$ cat src/rtl/fifo_rd_drain.sv
`default_nettype none
// ============================================================================
// Module      : fifo_rd_drain
// Description : Read-side consumer for a dual-clock SRAM FIFO. Issues pops
//               while credit is available, tracks the FIFO read latency with
//               a token pipe, captures returned words into a register skid
//               buffer and presents them on a valid/ready stream.
// Revision    : 1.0 - initial release
// ============================================================================
module fifo_rd_drain #(
    parameter int WIDTH     = 32,
    parameter int RD_LAT    = 2,
    parameter int BUF_DEPTH = 4
) (
    input  logic             clk,
    input  logic             rst_n,
    input  logic             en,
    input  logic             rempty,
    input  logic [WIDTH-1:0] rdata,
    output logic             rinc,
    output logic             out_valid,
    output logic [WIDTH-1:0] out_data,
    input  logic             out_ready,
    output logic             idle
);

    localparam int PTR_W = (BUF_DEPTH > 1) ? $clog2(BUF_DEPTH) : 1;
    localparam int CNT_W = $clog2(BUF_DEPTH) + 1;
    localparam int INF_W = $clog2(RD_LAT + 1) + 1;
    localparam int SUM_W = CNT_W + INF_W;

    logic [CNT_W-1:0]  buf_cnt_q,  buf_cnt_d;
    logic [INF_W-1:0]  infl_cnt_q, infl_cnt_d;
    logic [PTR_W-1:0]  head_q,     head_d;
    logic [PTR_W-1:0]  tail_q,     tail_d;
    logic [RD_LAT-1:0] tok_q,      tok_d;
    logic [WIDTH-1:0]  mem_q [BUF_DEPTH];

    logic             land;
    logic             pop;
    logic [SUM_W-1:0] outstanding;

    // Pointer advance with explicit wrap so non-power-of-two depths work.
    function automatic logic [PTR_W-1:0] ptr_inc(input logic [PTR_W-1:0] p);
        return (p == PTR_W'(BUF_DEPTH - 1)) ? '0 : p + PTR_W'(1);
    endfunction

    // Credit uses registered counts only; no path from out_ready to rinc.
    // rinc is also held low while reset is asserted so the FIFO is never
    // popped during reset.
    always_comb begin
        outstanding = SUM_W'(buf_cnt_q) + SUM_W'(infl_cnt_q);
        rinc        = rst_n & en & ~rempty & (outstanding < SUM_W'(BUF_DEPTH));
    end

    // Token pipe input: a token enters on every pop and exits when the
    // corresponding word is on rdata.
    generate
        if (RD_LAT == 1) begin : g_lat1
            assign tok_d = rinc;
        end else begin : g_latn
            assign tok_d = {tok_q[RD_LAT-2:0], rinc};
        end
    endgenerate

    assign land      = tok_q[RD_LAT-1];
    assign out_valid = (buf_cnt_q != '0);
    assign pop       = out_valid & out_ready;
    assign out_data  = mem_q[head_q];
    assign idle      = (buf_cnt_q == '0) && (infl_cnt_q == '0);

    // Next-state for counters and pointers.
    always_comb begin
        buf_cnt_d  = buf_cnt_q;
        infl_cnt_d = infl_cnt_q + INF_W'(rinc) - INF_W'(land);
        head_d     = head_q;
        tail_d     = tail_q;
        if (land) begin
            tail_d = ptr_inc(tail_q);
        end
        if (pop) begin
            head_d = ptr_inc(head_q);
        end
        case ({land, pop})
            2'b10:   buf_cnt_d = buf_cnt_q + CNT_W'(1);
            2'b01:   buf_cnt_d = buf_cnt_q - CNT_W'(1);
            default: buf_cnt_d = buf_cnt_q;
        endcase
    end

    // Control state register; reset discards everything in flight.
    always_ff @(posedge clk or negedge rst_n) begin
        if (!rst_n) begin
            buf_cnt_q  <= '0;
            infl_cnt_q <= '0;
            head_q     <= '0;
            tail_q     <= '0;
            tok_q      <= '0;
        end else begin
            buf_cnt_q  <= buf_cnt_d;
            infl_cnt_q <= infl_cnt_d;
            head_q     <= head_d;
            tail_q     <= tail_d;
            tok_q      <= tok_d;
        end
    end

    // Skid buffer storage: landed word written at the tail.
    always_ff @(posedge clk or negedge rst_n) begin
        if (!rst_n) begin
            for (int i = 0; i < BUF_DEPTH; i++) begin
                mem_q[i] <= '0;
            end
        end else if (land) begin
            mem_q[tail_q] <= rdata;
        end
    end

endmodule
`default_nettype wire
$ cat config.mk
export PLATFORM = sky130hd
export DESIGN_NAME = fifo_rd_drain
export DESIGN_NICKNAME = d
export VERILOG_FILES = /design/src/rtl/fifo_rd_drain.sv
export SDC_FILE = /design/constraint.sdc
export NUM_CORES = 1
export LEC_CHECK = 0
export BUFFER_PORTS_ARGS = -buffer_cell sky130_fd_sc_hd__buf_4
export CAP_MARGIN = 0
export CORE_ASPECT_RATIO = 0.9
export CORE_MARGIN = 2
export CORE_UTILIZATION = 55
export CTS_CLUSTER_DIAMETER = 40
export CTS_CLUSTER_SIZE = 30
export DETAILED_ROUTE_END_ITERATION = 16
export PLACE_DENSITY = 0.81
export SYNTH_ARGS = -nofsm -noshare
export SYNTH_HDL_FRONTEND = slang
export SYNTH_SLANG_ARGS = --single-unit
$ cat constraint.sdc
create_clock -name clk -period 2.3 [get_ports clk]
set_input_delay 0.115 -clock clk [delete_from_list [all_inputs] [get_ports clk]]
set_output_delay 0.115 -clock clk [all_outputs]
set_load 0.01 [all_outputs]
# After elaboration in Yosys (flattened, before gate mapping)
# Cells that the tools add are included.
# Widths: inputs -> output; s select.
[word_totals]
out_inout_bits = 35
ff_bits = 140
inputBits = 37
[op_classes]
n_mux = 9
magnitude_cmp = 4
n_eq_ne = 4
reduce_logical = 6
bitwise_logic = 7
add_sub_neg = 7
[op_table]
columns = ["operator", "n"]
rows = [
  ["$bwmux 128", 1],
  ["$mux 32", 3],
  ["$bmux 32 s2", 1],
  ["$demux 32 s2", 1],
  ["$eq 2x2->1 const B", 3],
  ["$ge 3x3->1 const B", 2],
  ["$logic_not 3->1", 2],
  ["$not 2->3", 2],
  ["$pmux 3 s2", 1],
  ["$add 2x1->2 const B", 2],
  ["$add 3x3->4", 1],
  ["$and 1x1->1", 4],
  ["$lt 4x3->1 const B", 1],
  ["$mux 2", 2],
  ["$add 3x1->3", 1],
  ["$add 3x1->3 const B", 1],
  ["$lt 3x1->1 const B", 1],
  ["$reduce_bool 3->1", 1],
  ["$sub 3x1->3", 1],
  ["$sub 3x1->3 const B", 1],
  ["$eq 2x1->1 const B", 1],
  ["$logic_and 1x1->1", 2],
  ["$reduce_bool 2->1", 1],
  ["$not 1->1", 1],
]

# Depth between registers and ports, before layout
# Gate-level depths: netlist (run 1).
[logic_depth]
word_depth = 6
mapped_depth = 9
ltp_nobuf = 9

# Worst setup path after synthesis (run 1)
# OpenSTA, ideal clock, no wires.
[synth_path]
kind = "flip-flop to flip-flop"
start = "reg buf_cnt_q[2]"
end = "reg infl_cnt_q[2]"
required_time_ns = 2.175
arrival_time_ns = 2.099
period_less_slack_ns = 2.224
stages_incl_launch_ff = 10
n_path_buf = 0
setup_time_ns = 0.125
setup_slack_ns = 0.076
cell_sequence = "dfrtp_1 > ha_1 > nor4_1 > nand3_1 > a31oi_1 > ha_1 > inv_1 > fa_1 > xnor2_1 > xnor2_1"
[synth_between]
elab_chain_len = 5
[synth_lines]
columns = ["element", "line_no", "text"]
rows = [
  ["start: declaration", "32", "logic [CNT_W-1:0] buf_cnt_q, buf_cnt_d;"],
  ["start signal: assignment", "100", "buf_cnt_q <= buf_cnt_d;"],
  ["$add 3x3->4", "52", "outstanding = SUM_W'(buf_cnt_q) + SUM_W'(infl_cnt_q);"],
  ["$lt 4x3->1", "53", "rinc = rst_n & en & ~rempty & (outstanding < SUM_W'(BUF_DEPTH));"],
  ["$and 1x1->1", "53", ""],
  ["net rinc", "20", "output logic rinc,"],
  ["$add 3x1->3", "75", "infl_cnt_d = infl_cnt_q + INF_W'(rinc) - INF_W'(land);"],
  ["$sub 3x1->3", "75", ""],
  ["net infl_cnt_d[2]", "33", "logic [INF_W-1:0] infl_cnt_q, infl_cnt_d;"],
  ["end signal: assignment", "101", "infl_cnt_q <= infl_cnt_d;"],
  ["end: declaration", "33", ""],
]
# The timed path passes the listed nets, and every way through them passes these cells.
# A chain may end at the register's enable or synchronous reset.

# Final worst setup path (run 1)
[layout_path]
start = "reg buf_cnt_q[2]"
end = "reg infl_cnt_q[2]"
[layout_between]
elab_chain_len = 5
[layout_lines]
columns = ["element", "line_no"]
rows = [
  ["$add 3x3->4", "52"],
  ["$lt 4x3->1", "53"],
  ["$and 1x1->1", "53"],
  ["$add 3x1->3", "75"],
  ["$sub 3x1->3", "75"],
  ["net infl_cnt_d[2]", "33"],
]
# The timed path passes the listed nets, and every way through them passes these cells.

==> flow_metrics.env, run 1 <==
export IMPL_status="finished, final reports clean"
export IMPL_firstDrtPassIters=4
export IMPL_numCtsBuffers=17
export IMPL_grt_max_degree=141
export IMPL_synthAdderAreaFrac_pct=2.68
export IMPL_core_um2=10900
export IMPL_cp_max_fo=3
export IMPL_crit_reg2reg_launch="buf_cnt_q[2]$_DFFE_PN0P_"
export IMPL_wl_um=12100
export IMPL_ys_seq_area_share_pct=56.9
export IMPL_hold_end="head_q[1]$_DFFE_PN0N_"
export IMPL_r2r_cells=9
export IMPL_cts_sinks=140
export IMPL_cts_max_level=4
export IMPL_die_area_um2=12100
export IMPL_p_leak_nw=3.41
export IMPL_drive_gt1_share_pct=57.0
export IMPL_core_rowCount=36
export IMPL_ctsLongestPathBuffers=2
export IMPL_diodes=0
export IMPL_multi_input_area_um2=2500
export IMPL_grt_overflow_total=0
export IMPL_dieWidth_um=116
export IMPL_slew_violations=0
export IMPL_synth_area_um2=6160
export IMPL_cts_tree="done"
export IMPL_end_kind="flop"
export IMPL_synthMuxAreaShare_pct=35.6
export IMPL_place_area_um2=6920
export IMPL_final_area_um2=7810
export IMPL_fp_dieH_um=104
export IMPL_maxSlewHeadroom_pct=52.0
export IMPL_io_buffer_count=71
export IMPL_crit_arrival_ps=2540
export IMPL_areaGrowthSynthToFinish_pct=26.8
export IMPL_peakVddDrop_v=0.000647
export IMPL_routed_via_density=5.48
export IMPL_ys_warn_count=0
export IMPL_worst_pin_slew_ps=720
export IMPL_timing_final_crit_share_pct=95.8
export IMPL_synthSimpleGateAreaFrac_pct=0.975
export IMPL_first_iter_violations=220
export IMPL_fillers=698
export IMPL_synth_cell_types=20
export IMPL_hp_start="out_ready"
export IMPL_hpwl_um=7360
export IMPL_max_freq_mhz=454
export IMPL_setup_viol=0
export IMPL_cp_required_ps=2630
export IMPL_path_class="reg2reg"
export IMPL_io_pins=72
export IMPL_vias=3543
export IMPL_synth_top_family_by_area="multiplexers"
export IMPL_syn_inst=367
export IMPL_synth_compound_area_share_pct=0.264
export IMPL_hold_viol=0
export IMPL_synth_xor_area_share_pct=0.711
export IMPL_wl_per_cell_um=18.6
export IMPL_clock_latency_ps=410
export IMPL_grt_use_total_pct=22.1
export IMPL_gp_congestion=0.767
export IMPL_grt_pass1_vias=3957
export IMPL_clock_skew_final_ps=10.5
export IMPL_ant_nets=0
export IMPL_antenna_found_initial=0
export IMPL_fin_crit_ps=2200
export IMPL_hold_depth=3
export IMPL_avgSynthCellArea_um2=16.8
export IMPL_initial_utilization_pct=56.7
export IMPL_ys_seq_elements=140
export IMPL_powerDensity_nw_per_um2=1390
export IMPL_hold_path_class="in2reg"
export IMPL_fin_setup_tns_ps=0
export IMPL_synth_nets=416
export IMPL_maxCapViolCount=0
export IMPL_grt_setup_unrepaired="yes"
export IMPL_layout_nets=534
export IMPL_regArea_um2=3510
export IMPL_grt_pass1_wl_um=20100
export IMPL_cts_root_buf="clkbuf_16"
export IMPL_path_clk_slew_ps=60
export IMPL_crit_path_start_kind="flop"
export IMPL_rr_endpoint="infl_cnt_q[2]$_DFF_PN0_"
export IMPL_rrSetupSlack_ps=100
export IMPL_drc=0
worst max path at each step:
stage,startpoint,endpoint,slack [ps]
2_1_floorplan,buf_cnt_q[2]$_DFFE_PN0P_,infl_cnt_q[2]$_DFF_PN0_,80
3_3_place_gp,buf_cnt_q[2]$_DFFE_PN0P_,infl_cnt_q[2]$_DFF_PN0_,170
3_5_place_dp,buf_cnt_q[2]$_DFFE_PN0P_,infl_cnt_q[2]$_DFF_PN0_,110
4_1_cts,head_q[0]$_DFFE_PN0N_,out_data[14],60
5_1_grt,buf_cnt_q[2]$_DFFE_PN0P_,infl_cnt_q[2]$_DFF_PN0_,-70
6_report,buf_cnt_q[2]$_DFFE_PN0P_,infl_cnt_q[2]$_DFF_PN0_,100
through the flow:
step | utilization [%] | total power, W | hold slack (ps) | instances | worst slack [ps]
finish | 72.0 | 0.0109 | 122 | 647 | 96.2
global placement | 63.7 | 0.00816 | 321 | 582 | 174
CTS | 71.6 | 0.0109 | 77.2 | 644 | 57.9
detailed placement | 63.7 | 0.00839 | 330 | 582 | 110
global route | 72.0 | 0.0116 | 151 | 647 | -67.8
floorplan | - | 0.00692 | -181 | 367 | 75.9
cell families (layout without fill, tap and decap cells):
group | Yosys count | count (layout)
multiplexers | 163 | 163
flip-flops | 140 | 140
buffers and inverters | 31 | 159
AND/OR/NAND/NOR | 13 | 13
adder cells (fa/ha/maj) | 12 | 12
XOR/XNOR | 5 | 5
AO/OA/AOI/OAI | 3 | 3
report_power, final:
group | total (W) | switching [W] | internal, W
combinational | 0.00406 | 0.00145 | 0.00261
clock | 0.00243 | 0.000932 | 0.00150
sequential | 0.00436 | 0.000737 | 0.00363
layer usage:
metal	GRT usage [%]	vias up	share of wire, %
met4	6.88	0	1.1
li1	-	1584	-
met3	6.53	13	4.2
met1	29.4	1874	43
met5	0	-	0
met2	35.2	72	51
layout make-up:
class / count / share of cell area, %
Timing Repair Buffer: 119 / 13.3
Multi-Input combinational cell: 196 / 32.1
Clock buffer: 27 / 6.57
Inverter: 11 / 0.529
Sequential cell: 140 / 44.9
Clock inverter: 2 / 0.128
Tap cell: 152 / 2.43
sequential cells by signal, indices dropped and copies added, names as in the netlist:
register,count
tail_q,2
buf_cnt_q,3
tok_q,2
head_q,2
mem_q,128
infl_cnt_q,3
Yosys cell counts:
cell | instances | area (um2)
a31oi_1 | 1 | 6.26
mux2i_1 | 1 | 10.0
nor4_1 | 2 | 12.5
ha_1 | 10 | 125
or3_1 | 2 | 12.5
xnor2_1 | 3 | 26.3
mux2_2 | 130 | 1460
dfrtp_1 | 140 | 3500
buf_6 | 3 | 33.8
inv_1 | 11 | 41.3
fa_1 | 2 | 40.0
nand2_1 | 6 | 22.5
o21ai_0 | 2 | 10.0
buf_4 | 7 | 52.6
xor2_1 | 2 | 17.5
nand3_1 | 1 | 5.00
nor2_1 | 2 | 7.51
buf_2 | 9 | 45.0
clkbuf_1 | 1 | 3.75
mux4_2 | 32 | 721
critical path, cell delays in order, from the launching register on:
cell     delay (ps)
dfrtp_1         400
ha_1            220
nor4_2          260
nand3_1         120
a31oi_2         190
ha_2            190
inv_1            40
fa_1            370
xnor2_1         190
xnor2_1         140
layout by cell type, fill, tap and decap left out, types with 3 or more instances in the layout:
| cell type | instances |
|---|---|
| inv_1 | 11 |
| dfrtp_1 | 137 |
| buf_12 | 5 |
| mux2_2 | 130 |
| buf_4 | 80 |
| dlygate4sd3_1 | 33 |
| ha_1 | 9 |
| mux4_2 | 32 |
| xnor2_1 | 3 |
| clkbuf_8 | 5 |
| clkbuf_1 | 5 |
| nand2_2 | 4 |
| clkbuf_16 | 17 |
repair_timing:
item,4_1_cts,5_1_grt
resized for setup,0,5
hold buffers,33,0
hold endpoints to repair,268,0
setup buffers,0,3
setup endpoints to repair,0,8
(Power assumes the default switching activity.)
==> inputs of run 2 (changes only) <==
--- a/config.mk
+++ b/config.mk
@@ -9,11 +9,13 @@
 export CAP_MARGIN = 0
 export CORE_ASPECT_RATIO = 0.9
 export CORE_MARGIN = 2
-export CORE_UTILIZATION = 55
+export CORE_UTILIZATION = 40
 export CTS_CLUSTER_DIAMETER = 40
 export CTS_CLUSTER_SIZE = 30
 export DETAILED_ROUTE_END_ITERATION = 16
-export PLACE_DENSITY = 0.81
+export HOLD_SLACK_MARGIN = 0.15
+export PLACE_DENSITY = 0.63
+export RECOVER_POWER = 25
 export SYNTH_ARGS = -nofsm -noshare
 export SYNTH_HDL_FRONTEND = slang
 export SYNTH_SLANG_ARGS = --single-unit
==> flow_metrics.env, run 2 (synthesized netlist as in run 1, its figures left out) <==
export IMPL_status="finished, final reports clean"
export IMPL_hold_viol=0
export IMPL_ctsLongestPathBuffers=2
export IMPL_drive_gt1_share_pct=56.7
export IMPL_initial_utilization_pct=40.5
export IMPL_worst_pin_slew_ps=1270
export IMPL_slew_violations=0
export IMPL_clock_latency_ps=410
export IMPL_fp_dieH_um=122
export IMPL_die_area_um2=16400
export IMPL_path_class="reg2reg"
export IMPL_antenna_found_initial=0
export IMPL_vias=3515
export IMPL_drc=0
export IMPL_final_area_um2=7930
export IMPL_core_rowCount=43
export IMPL_io_pins=72
export IMPL_cp_required_ps=2630
export IMPL_grt_overflow_total=0
export IMPL_hold_path_class="in2reg"
export IMPL_end_kind="flop"
export IMPL_largest_reg_flops=128
export IMPL_io_buffer_count=71
export IMPL_setup_viol=0
export IMPL_maxSlewHeadroom_pct=15.3
export IMPL_numCtsBuffers=17
export IMPL_wl_um=12600
export IMPL_peakVddDrop_v=0.000547
export IMPL_areaGrowthSynthToFinish_pct=28.8
export IMPL_p_sw_w=0.00319
export IMPL_top_regs="mem_q (128), buf_cnt_q (3), infl_cnt_q (3)"
export IMPL_fillers=1251
export IMPL_seq_power_share_pct=39.4
export IMPL_crit_path_start_kind="flop"
export IMPL_hpwl_um=7660
export IMPL_max_freq_mhz=440
export IMPL_grt_pass1_vias=3934
export IMPL_cts_tree="done"
export IMPL_pwr_share_clk_pct=24.3
export IMPL_p_total_w=0.0111
export IMPL_routed_via_density=5.03
export IMPL_powerDensity_nw_per_um2=1400
export IMPL_cts_sinks=140
export IMPL_grt_use_total_pct=16.4
export IMPL_layout_nets=533
export IMPL_clock_skew_final_ps=6.08
export IMPL_cts_root_buf="clkbuf_16"
export IMPL_p_leak_nw=3.45
export IMPL_top_register="mem_q"
export IMPL_wl_per_cell_um=18.0
export IMPL_gp_congestion=0.775
export IMPL_firstDrtPassIters=4
export IMPL_ant_nets=0
export IMPL_diodes=0
export IMPL_switching_share_pct=28.8
export IMPL_path_clk_slew_ps=60
export IMPL_timing_final_crit_share_pct=98.8
export IMPL_mostFrequentLayoutCells="dfrtp_1 (138), mux2_2 (130), buf_4 (75)"
export IMPL_crit_arrival_ps=2610
export IMPL_cts_max_level=4
export IMPL_grt_pass1_wl_um=20400
export IMPL_first_iter_violations=100
export IMPL_fin_crit_ps=2270
export IMPL_grt_max_degree=141
export IMPL_maxCapViolCount=0
export IMPL_p_int_w=0.00789
export IMPL_core_um2=15200
export IMPL_dieWidth_um=135
export IMPL_place_area_um2=6980
export IMPL_combPwrFrac_pct=36.3
export IMPL_final_common_cell="dfrtp_1"
export IMPL_cp_max_fo=3
## run 2: cell count changes in the layout (fill, tap and decap cells not counted), moves of 2 or more
cell / change
buf_4: -5
clkbuf_8: -2
clkinv_2: +4
clkinv_4: +2
bufinv_16: +2
clkbuf_1: -4
dlygate4sd3_1: +3
## run 2: area by class of cell
class                      count  area [um2]  share of cell area [%]
sequential                   140        3510                    44.2
inverter                      11        41.3                   0.521
multi-input combinational    196        2500                    31.5
timing repair buffer         118        1050                    13.2
tap                          202         253                    3.19
clock inverter                11         116                    1.47
clock buffer                  21         470                    5.93
## run 2: power groups by stage
stage	Sequential, W	Clock (W)	Combinational, W
floorplan	0.00403	0	0.00290
global placement	0.00432	0	0.00391
detailed placement	0.00440	0	0.00403
CTS	0.00436	0.00276	0.00409
global route	0.00453	0.00288	0.00433
finish	0.00436	0.00269	0.00403
## run 2: final timing paths
path                                          startpoint                      end  slack, ps  cells after the start
max in group asynchronous                          rst_n    head_q[0]$_DFFE_PN0N_        650                      3
min in group asynchronous                          rst_n    mem_q[50]$_DFFE_PN0P_        620                      3
worst min register to register        tok_q[0]$_DFF_PN0_       tok_q[1]$_DFF_PN0_        350                      0
worst min-delay path                              rempty  infl_cnt_q[0]$_DFF_PN0_        280                      5
worst max register to register  buf_cnt_q[2]$_DFFE_PN0P_  infl_cnt_q[2]$_DFF_PN0_         30                      9
worst max-delay path            buf_cnt_q[2]$_DFFE_PN0P_  infl_cnt_q[2]$_DFF_PN0_         30                      9
## run 2: worst max-delay path, stage by stage, from the launching register on
cell and delay, ps:
dfrtp_1 400, ha_1 310, nor4_1 250, nand3_1 140, a31oi_2 190, ha_1 170
inv_1 40, fa_1 380, xnor2_1 180, xnor2_1 130
## run 2: what timing repair did
item	CTS	global route
setup endpoints to repair	0	6
endpoints found under the hold margin	271	0
hold buffers	36	0
resized for setup	0	2
buffers inserted	0	0
## run 2: per-stage QoR
step	utilization (%)	setup TNS (ps)	hold WS (ps)	cells	setup WS (ps)
6_report	52.1	0	276	699	27.6
5_1_grt	52.1	-58.2	272	699	-58.2
4_1_cts	52.1	0	243	699	37.6
3_5_place_dp	45.9	0	346	631	83.0
3_3_place_gp	45.9	0	338	631	184
2_1_floorplan	-	0	-181	367	75.9
## run 2: routing by layer
metal / vias up / share of wire [%] / wire length (um) / GRT usage [%]
li1: 1589 / - / - / -
met1: 1861 / 45 / 5620 / 21.2
met2: 54 / 51 / 6400 / 27.7
met3: 11 / 3.1 / 395 / 3.75
met4: 0 / 1.1 / 143 / 5.20
met5: - / 0 / 0 / 0
==> inputs of run 3 (changes only) <==
--- a/config.mk
+++ b/config.mk
@@ -16,6 +16,7 @@
 export HOLD_SLACK_MARGIN = 0.15
 export PLACE_DENSITY = 0.63
 export RECOVER_POWER = 25
+export SETUP_SLACK_MARGIN = 0.3
 export SYNTH_ARGS = -nofsm -noshare
 export SYNTH_HDL_FRONTEND = slang
 export SYNTH_SLANG_ARGS = --single-unit
==> flow_metrics.env, run 3 (synthesized netlist as in run 1, its figures left out) <==
export IMPL_fp_dieH_um=122
export IMPL_die_area_um2=16400
export IMPL_top_regs="mem_q (128), buf_cnt_q (3), infl_cnt_q (3)"
export IMPL_ctsLongestPathBuffers=2
export IMPL_crit_arrival_ps=2440
export IMPL_areaGrowthSynthToFinish_pct=29.6
export IMPL_r2r_cells=9
export IMPL_rrSetupSlack_ps=160
export IMPL_status="finished, final reports clean"
export IMPL_maxSlewHeadroom_pct=16.4
export IMPL_peakVddDrop_v=0.000638
export IMPL_hold_path_class="in2reg"
export IMPL_mostFrequentLayoutCells="dfrtp_1 (138), mux2_2 (130), buf_4 (81)"
export IMPL_top_usage_layer="met2"
export IMPL_routed_via_density=5.02
export IMPL_crit_start="buf_cnt_q[2]$_DFFE_PN0P_"
export IMPL_hold_viol=0
export IMPL_wl_per_cell_um=17.3
export IMPL_setup_viol=0
export IMPL_grt_pass1_vias=3884
export IMPL_grtUsageMet3_pct=4.87
export IMPL_cts_tree="done"
export IMPL_diodes=0
export IMPL_grt_pass1_wl_um=20200
export IMPL_initial_utilization_pct=40.5
export IMPL_numCtsBuffers=17
export IMPL_gp_congestion=0.716
export IMPL_largest_reg_flops=128
export IMPL_ant_nets=0
export IMPL_use_met2_pct=26.0
export IMPL_core_um2=15200
export IMPL_rr_endpoint="infl_cnt_q[2]$_DFF_PN0_"
export IMPL_drive_gt1_share_pct=58.8
export IMPL_use_met1_pct=21.8
export IMPL_powerDensity_nw_per_um2=1410
export IMPL_top_register="mem_q"
export IMPL_crit_reg2reg_launch="buf_cnt_q[2]$_DFFE_PN0P_"
export IMPL_worst_pin_slew_ps=1250
export IMPL_p_leak_nw=3.46
export IMPL_final_common_cell="dfrtp_1"
export IMPL_fillers=1304
export IMPL_path_clk_slew_ps=60
export IMPL_vias=3535
export IMPL_wl_um=12200
export IMPL_max_freq_mhz=468
export IMPL_whs_ps=274
export IMPL_firstDrtPassIters=4
export IMPL_cp_max_fo=3
export IMPL_maxCapViolCount=0
export IMPL_crit_path_end="infl_cnt_q[2]$_DFF_PN0_"
export IMPL_io_pins=72
export IMPL_grt_use_total_pct=16.5
export IMPL_hp_start="rempty"
export IMPL_clock_skew_final_ps=7.45
export IMPL_grt_max_degree=141
export IMPL_dieWidth_um=135
export IMPL_end_kind="flop"
export IMPL_drc=0
export IMPL_cts_max_level=4
export IMPL_core_rowCount=43
export IMPL_crit_path_start_kind="flop"
export IMPL_antenna_found_initial=0
export IMPL_multi_input_area_um2=2530
export IMPL_grt_overflow_total=0
export IMPL_path_class="reg2reg"
export IMPL_cp_required_ps=2610
export IMPL_cts_root_buf="clkbuf_16"
export IMPL_fin_crit_ps=2140
export IMPL_setup_slack_ps=164
export IMPL_slew_violations=0
export IMPL_regArea_um2=3510
export IMPL_post_route_util_pct=52.4
export IMPL_cts_sinks=140
export IMPL_hpwl_um=7520
export IMPL_place_ws_ps=80.9
export IMPL_fin_setup_tns_ps=0
export IMPL_layout_nets=538
export IMPL_timing_final_crit_share_pct=92.9
export IMPL_grt_setup_unrepaired="yes"
export IMPL_io_buffer_count=71
export IMPL_first_iter_violations=110
export IMPL_clock_latency_ps=420
==> run 3: changes by cell type in the layout (fill, tap and decap cells not counted), moves of 3 or more <==
| cell | change |
|---|---|
| buf_12 | -4 |
| inv_6 | +3 |
| buf_4 | +6 |
| clkinv_2 | -3 |
| clkbuf_8 | -3 |
==> run 3: worst min-delay path by stage <==
| stage | cells after the start | endpoint | slack (ps) |
|---|---|---|---|
| after floorplan | 0 | buf_cnt_q[0]$_DFFE_PN0P_ | -180 |
| after global placement | 2 | mem_q[122]$_DFFE_PN0P_ | 340 |
| after detailed placement | 2 | mem_q[119]$_DFFE_PN0P_ | 340 |
| after CTS | 5 | infl_cnt_q[0]$_DFF_PN0_ | 260 |
| after global routing | 5 | infl_cnt_q[0]$_DFF_PN0_ | 280 |
| final | 5 | infl_cnt_q[0]$_DFF_PN0_ | 270 |
==> run 3: area by class of cell <==
cell class,instances,share of cell area [%]
sequential,140,43.9
multi-input combinational,196,31.7
timing repair buffer,123,13.0
clock buffer,17,5.33
tap,202,3.17
clock inverter,15,2.34
inverter,11,0.517
==> run 3: layer usage <==
layer / vias to the layer above / share of wire [%]
li1: 1596 / -
met1: 1875 / 45
met2: 53 / 50
met3: 11 / 4.0
met4: 0 / 1.3
met5: - / 0
==> run 3: timing repair <==
action / in CTS / in global routing
pin swaps: 5 / 6
setup buffers: 2 / 1
hold buffers: 36 / 0
gates resized for setup: 8 / 5
endpoints found under the setup margin: 20 / 26
hold endpoints to repair: 271 / 0
==> run 3: critical path, cell delays in order, from the launching register on <==
cell     delay (ps)
dfrtp_1         410
ha_2            180
nor4_2          240
nand3_1         150
a31oi_4         200
ha_2            210
inv_2            40
fa_2            340
xnor2_2         140
xnor2_1         120
==> run 3: report_power, final <==
group | switching, W | internal, W | total, W
Sequential | 0.000632 | 0.00362 | 0.00426
Clock | 0.00110 | 0.00173 | 0.00283
Combinational | 0.00155 | 0.00263 | 0.00418
==> run 3: through the flow <==
| stage | total power, W | cell area (um2) | instances |
|---|---|---|---|
| floorplan | 0.00695 | 6170 | 367 |
| detailed placement | 0.00840 | 6960 | 633 |
| finish | 0.0113 | 7980 | 704 |
| global route | 0.0120 | 7980 | 704 |
| global placement | 0.00823 | 6960 | 633 |
| CTS | 0.0114 | 7980 | 703 |
